File: src/rtl/pe_boot_ctrl.sv
// rtl/pe_boot_ctrl.sv - per-PE configuration and boot sequencer
//
// Purpose: accepts host LOAD/START/STOP/NOP commands over a valid/ready
// handshake. It drives each PE's conf_en/start_en pair and forwards
// instruction-memory writes to the selected PE. It also tracks the shared
// reset-release delay, so pe_running rises RST_LAT cycles after start_en.
//
// Ports:
//   clk, rstn                  clock, asynchronous active-low reset
//   cmd_valid/cmd_ready        command handshake
//   cmd_op                     0=NOP 1=LOAD 2=START 3=STOP
//   cmd_pe/cmd_addr/cmd_data   target PE, LOAD address and LOAD word
//   conf_en/start_en           per-PE enables
//   imem_wren/pe/addr/wdata    one-cycle instruction-memory write
//   pe_running                 per-PE running status
//   err_pulse                  one-cycle illegal-command pulse
module pe_boot_ctrl #(
   parameter int PE_NUM  = 4,
   parameter int PE_W    = 2,
   parameter int ADDR_W  = 10,
   parameter int DATA_W  = 32,
   parameter int RST_LAT = 3
) (
   input  logic              clk,
   input  logic              rstn,
   input  logic              cmd_valid,
   output logic              cmd_ready,
   input  logic [1:0]        cmd_op,
   input  logic [PE_W-1:0]   cmd_pe,
   input  logic [ADDR_W-1:0] cmd_addr,
   input  logic [DATA_W-1:0] cmd_data,
   output logic [PE_NUM-1:0] conf_en,
   output logic [PE_NUM-1:0] start_en,
   output logic              imem_wren,
   output logic [PE_W-1:0]   imem_pe,
   output logic [ADDR_W-1:0] imem_addr,
   output logic [DATA_W-1:0] imem_wdata,
   output logic [PE_NUM-1:0] pe_running,
   output logic              err_pulse
);

   // Encoding is {conf_en, start_en, pe_running}, so every per-PE output
   // is a bit of the state flop rather than a decode of it.
   typedef enum logic [2:0] {
      IDLE = 3'b000,
      CONF = 3'b100,
      BOOT = 3'b010,
      RUN  = 3'b011
   } pe_state_t;

   localparam logic [1:0] OP_LOAD  = 2'd1;
   localparam logic [1:0] OP_START = 2'd2;
   localparam logic [1:0] OP_STOP  = 2'd3;

   pe_state_t         state_q [PE_NUM];
   pe_state_t         state_d [PE_NUM];
   logic [3:0]        cnt_q, cnt_d;
   logic [PE_W-1:0]   boot_pe_q, boot_pe_d;
   logic              ready_q, ready_d;
   logic              err_d, wren_d;
   logic              accept, pe_ok, set_tgt;
   pe_state_t         tgt_state, new_state;

   assign accept = cmd_valid & ready_q;

   always_comb begin
      for (int i = 0; i < PE_NUM; i++) state_d[i] = state_q[i];
      cnt_d     = cnt_q;
      boot_pe_d = boot_pe_q;
      ready_d   = 1'b1;
      err_d     = 1'b0;
      wren_d    = 1'b0;
      set_tgt   = 1'b0;
      new_state = IDLE;
      tgt_state = IDLE;
      pe_ok     = 1'b0;

      for (int i = 0; i < PE_NUM; i++) begin
         if (cmd_pe == PE_W'(i)) begin
            tgt_state = state_q[i];
            pe_ok     = 1'b1;
         end
      end

      // Boot countdown. Keep cmd_ready low until the edge where the PE
      // enters RUN, so it returns high in the same cycle as pe_running.
      if (cnt_q != 4'd0) begin
         cnt_d = cnt_q - 4'd1;
         if (cnt_q == 4'd1) begin
            for (int i = 0; i < PE_NUM; i++)
               if (boot_pe_q == PE_W'(i)) state_d[i] = RUN;
         end else begin
            ready_d = 1'b0;
         end
      end

      // A command is only accepted while cmd_ready is high. At those times
      // no boot is in progress, so this block cannot conflict with the
      // countdown above.
      if (accept) begin
         unique case (cmd_op)
            OP_LOAD: begin
               if (!pe_ok || tgt_state == RUN) begin
                  err_d = 1'b1;
               end else begin
                  wren_d    = 1'b1;
                  set_tgt   = 1'b1;
                  new_state = CONF;
               end
            end
            OP_START: begin
               if (!pe_ok || tgt_state == RUN) begin
                  err_d = 1'b1;
               end else begin
                  set_tgt   = 1'b1;
                  new_state = BOOT;
                  cnt_d     = 4'(RST_LAT);
                  boot_pe_d = cmd_pe;
                  ready_d   = 1'b0;
               end
            end
            OP_STOP: begin
               if (!pe_ok) begin
                  err_d = 1'b1;
               end else begin
                  set_tgt   = 1'b1;
                  new_state = IDLE;
               end
            end
            default: ;
         endcase
      end

      if (set_tgt) begin
         for (int i = 0; i < PE_NUM; i++)
            if (cmd_pe == PE_W'(i)) state_d[i] = new_state;
      end
   end

   always_ff @(posedge clk or negedge rstn) begin
      if (!rstn) begin
         for (int i = 0; i < PE_NUM; i++) state_q[i] <= IDLE;
         cnt_q      <= '0;
         boot_pe_q  <= '0;
         ready_q    <= 1'b0;
         err_pulse  <= 1'b0;
         imem_wren  <= 1'b0;
         imem_pe    <= '0;
         imem_addr  <= '0;
         imem_wdata <= '0;
      end else begin
         for (int i = 0; i < PE_NUM; i++) state_q[i] <= state_d[i];
         cnt_q     <= cnt_d;
         boot_pe_q <= boot_pe_d;
         ready_q   <= ready_d;
         err_pulse <= err_d;
         imem_wren <= wren_d;
         if (wren_d) begin
            imem_pe    <= cmd_pe;
            imem_addr  <= cmd_addr;
            imem_wdata <= cmd_data;
         end
      end
   end

   assign cmd_ready = ready_q;

   always_comb begin
      for (int i = 0; i < PE_NUM; i++) begin
         conf_en[i]    = state_q[i][2];
         start_en[i]   = state_q[i][1];
         pe_running[i] = state_q[i][0];
      end
   end

   a_conf_start_excl: assert property (@(posedge clk) disable iff (!rstn)
      (conf_en & start_en) == '0);

endmodule

File: config.mk
export PLATFORM = sky130hd
export DESIGN_NAME = pe_boot_ctrl
export DESIGN_NICKNAME = d
export VERILOG_FILES = /design/src/rtl/pe_boot_ctrl.sv
export SDC_FILE = /design/constraint.sdc
export NUM_CORES = 1
export LEC_CHECK = 0
export ABC_AREA = 1
export BUFFER_PORTS_ARGS = -buffer_cell sky130_fd_sc_hd__buf_2
export CORE_MARGIN = 4
export CORE_UTILIZATION = 44
export DETAILED_ROUTE_END_ITERATION = 6
export PLACE_DENSITY = 0.75
export SETUP_SLACK_MARGIN = 0.05
export SLEW_MARGIN = 20
export SYNTH_ARGS = -nofsm -noshare
export SYNTH_HDL_FRONTEND = slang
export SYNTH_SLANG_ARGS = --single-unit
File: constraint.sdc
create_clock -name clk -period 1.8 [get_ports clk]
set_clock_uncertainty 0.1 [all_clocks]
set_input_delay 0.54 -clock clk [delete_from_list [all_inputs] [get_ports clk]]
set_output_delay 0.54 -clock clk [all_outputs]
set_load 0.03 [all_outputs]
==> impl_metrics.csv <==
group,metric,value,unit
worst_setup_path,criticalPathCategory,"in2reg",
synthesis,synthDominantAreaCellType,"sky130_fd_sc_hd__dfrtp_1",
placement,gp_congestion,0.9101,
placement,pre_cts_slack,-0.1972,ns
pwr,cellLeakagePower,2.323,nW
run_status,run_status,"complete, no violations",
sta,hold_viol_final,0,
drt,detailedRoute.firstPassIterationCount,4,
drt,route.antenna.remaining_nets,0,
worst_setup_path,worst_path_maximum_fanout,8,
sta,worstMarginPinSlew,0.3405,ns
worst_setup_path,arrival,1.76,ns
synthesis,netlist_instances,358,
sta,fin_crit,1.637,ns
sta,finalSetupTns,0,ns
clocking,cts_inserted_buffers,9,
sta,holdWs,0.1096,ns
worst_setup_path,critical_path.max_stage_delay,0.18,ns
floorplanning,num_rows,29,
synthesis,synth_top_cells_by_area,"sky130_fd_sc_hd__dfrtp_1 (55%), sky130_fd_sc_hd__nand2_1 (23%), sky130_fd_sc_hd__inv_1 (3.7%)",
synthesis,synth-main-ff-cell,"sky130_fd_sc_hd__dfrtp_1",
clocking,clock_insertion_delay_worst_skew,0.34,ns
sta,rsz0062_at_grt,"yes",
floorplanning,die_area,8070,um^2
synthesis,async_flop_share,100.0,%
pwr,power_density,1671,nW/um^2
synthesis,synth.ff_latch_count,65,
floorplanning,effective_utilization_at_floorplan,45.88,%
clocking,cts_root_buf,"sky130_fd_sc_hd__clkbuf_8",
drt,drt-total-wl,7319,um
worst_setup_path,cpMostUsedCell,"sky130_fd_sc_hd__nand2_1",
worst_setup_path,cp_cell_sequence,"buf_2 > inv_2 > nor2_4 > nand2_1 > nand3_1 > nand2_1 > nand3_4 > nand2_2 > nand2_2 > nand2_1 > nand2_1 > nand2_1",
cells_and_area,syn_to_final_growth,32.61,%
drt,vias_per_cell,4.795,
worst_setup_path,timing.critical_path.slowest_stage_cell,"sky130_fd_sc_hd__buf_2",
cells_and_area,n_antenna_cell,0,
sta,slew-limit-headroom,77.30,%
floorplanning,ios,108,
grt,grt_pass1_wl,12450,um
floorplanning,dieHeight,89.84,um
grt,grt_start_max_net_pins,66,
clocking,tritoncts_num_sinks,65,
synthesis,yosys_warnings,0,
floorplanning,die_w,89.84,um
sta,setup_slack_of_the_critical_path_after_layout,0.1635,ns
job,drv.max_cap_violation_count,0,
sta,finalCritPeriodShare,90.92,%
drt,post_drt_wl_per_cell,12.84,um
cells_and_area,fin_util,60.84,%
clocking,cts_tree,"yes",
grt,grt_pass1_vias,2549,
synthesis,number_of_enable_type_register_cells_in_the_synthesized_netlist,0,
worst_setup_path,critical_path.startpoint_type,"primary input",
synthesis,yosysSeqAreaShare,55.20,%
sta,setup-violations-final,0,
hold_path,class_of_the_most_critical_hold_timing_path,"in2async",
clocking,cts.clk_slew.worst_paths,0.07,ns
synthesis,synth_top_area_share,55.20,%
clocking,h-tree-depth,3,
cells_and_area,nets,543,
clocking,postCtsHoldBufs,0,
drt,vias,2733,
worst_setup_path,endpoint_kind,"flip-flop",
synthesis,mappedNetlistNets,413,
worst_setup_path,worstPathRequired,1.93,ns
placement,numPortBuffers,107,
floorplanning,floorplan.core_area,6422,um^2
grt,antenna_found_initial,0,
synthesis,synth_area_per_cell,8.231,um^2
clocking,cts_setup_buffers,0,
drt,drt_drc_violations_left,0,
placement,place_hpwl,5395,um
grt,grt_remaining_overflow,0,
clocking,clock_tree_buf_depth,2,
pwr,worst_supply_voltage_drop_on_vdd,0.5475,mV
sta,timing_max_transition_violations_final,0,
drt,first_iter_violations,153,
cells_and_area,drive_above_1_share,32.45,%
synthesis,netlist_area,2947,um^2
synthesis,netlist-cell-type-count,25,
grt,globalRouteTotalUtil,18.76,%
sta,highest_clock_rate,0.6110,GHz
cells_and_area,fillers,597,
metrics by stage:
stage               total power [mW]  cells  area [um^2]
detailed placement             5.384    554         3711
global placement               5.309    554         3711
global route                   7.002    570         3908
finish                         6.528    570         3908
CTS                            6.526    570         3886
floorplan                      4.412    358         2969
registers in the layout (all words and copies together) (netlist names):
signal      flops
cnt_q           4
imem_pe         2
conf_en         4
imem_addr      10
imem_wdata     32
boot_pe_q       2
start_en        4
pe_running      4
cmd_ready       1
imem_wren       1
err_pulse       1
routing by layer:
metal | vias to the layer above | share of wire (%) | GRT usage [%]
li1 | 1365 | - | -
met1 | 1265 | 46 | 26.28
met2 | 97 | 46 | 28.07
met3 | 6 | 7.7 | 6.511
met4 | 0 | 0.96 | 4.598
met5 | - | 0 | 0
logic make-up (layout without fill, tap and decap cells):
| logic type | after synthesis | after routing | share of synthesized area, % |
|---|---|---|---|
| AOI/OAI and AO/OA | 12 | 12 | 2.208 |
| xor gates and xnor gates | 1 | 1 | 0.2973 |
| adders and majority gates | 6 | 6 | 2.548 |
| buffers and inverters | 42 | 177 | 6.709 |
| DFF | 65 | 65 | 55.20 |
| and+or+nand+nor | 232 | 232 | 33.04 |
placed cells by master (no fill, tap or decap), types with 9 or more instances in the layout:
cell type and count:
sky130_fd_sc_hd__nand2_1 180, sky130_fd_sc_hd__buf_2 107, sky130_fd_sc_hd__dfrtp_1 65, sky130_fd_sc_hd__inv_1 25
sky130_fd_sc_hd__buf_4 18, sky130_fd_sc_hd__nor2_1 16, sky130_fd_sc_hd__nand3_1 14, sky130_fd_sc_hd__clkbuf_8 11
sky130_fd_sc_hd__nand4_1 9
final timing paths:
kind	slack [ns]	start	endpoint	cells past startpoint
min in group clk	0.29	cmd_data[8]	imem_wdata[8]	3
max in group asynchronous	1.22	rstn	start_en[3]	2
worst min register to register	0.37	imem_wdata[18]	imem_wdata[18]	2
worst max-delay path	0.16	cmd_pe[1]	conf_en[1]	12
worst max register to register	0.17	cnt_q[0]	start_en[3]	10
worst min-delay path	0.11	rstn	imem_wdata[13]	2
synthesized netlist by cell type (2+ instances only):
| cell | n |
|---|---|
| sky130_fd_sc_hd__dfrtp_1 | 65 |
| sky130_fd_sc_hd__nand2_2 | 2 |
| sky130_fd_sc_hd__nand3_1 | 14 |
| sky130_fd_sc_hd__inv_1 | 29 |
| sky130_fd_sc_hd__nor2_4 | 2 |
| sky130_fd_sc_hd__nor2_1 | 16 |
| sky130_fd_sc_hd__o211ai_1 | 2 |
| sky130_fd_sc_hd__buf_6 | 4 |
| sky130_fd_sc_hd__inv_2 | 2 |
| sky130_fd_sc_hd__o21ai_0 | 3 |
| sky130_fd_sc_hd__nand2_1 | 182 |
| sky130_fd_sc_hd__ha_1 | 6 |
| sky130_fd_sc_hd__a21oi_1 | 4 |
| sky130_fd_sc_hd__o21ai_1 | 3 |
| sky130_fd_sc_hd__nand3_4 | 2 |
| sky130_fd_sc_hd__nand4_1 | 9 |
| sky130_fd_sc_hd__buf_2 | 5 |
timing repair:
| action | CTS | global route |
|---|---|---|
| endpoints found under the setup margin | 0 | 7 |
| endpoints found under the hold margin | 0 | 0 |
| resized for setup | 0 | 9 |
critical path: cells and delay by family:
family,cells,cell delay [ns]
buffers and inverters,2,0.28
and+or+nand+nor,10,0.92
power breakdown:
part           leakage [nW]  internal (mW)  switching [mW]
Combinational          1.41          0.908            2.05
Clock                0.0867          0.575           0.545
Sequential            0.830           2.08           0.365
Total                  2.32           3.57            2.96
area by class of cell:
cell class	instances	area (um^2)	area share (%)
Clock inverter	2	12.51	0.3202
Multi-Input combinational cell	251	1145	29.30
Tap cell	77	96.34	2.466
Sequential cell	65	1627	41.63
Timing Repair Buffer	129	742.0	18.99
Clock buffer	14	162.7	4.163
Inverter	32	122.6	3.138
(Power assumes the default switching activity.)
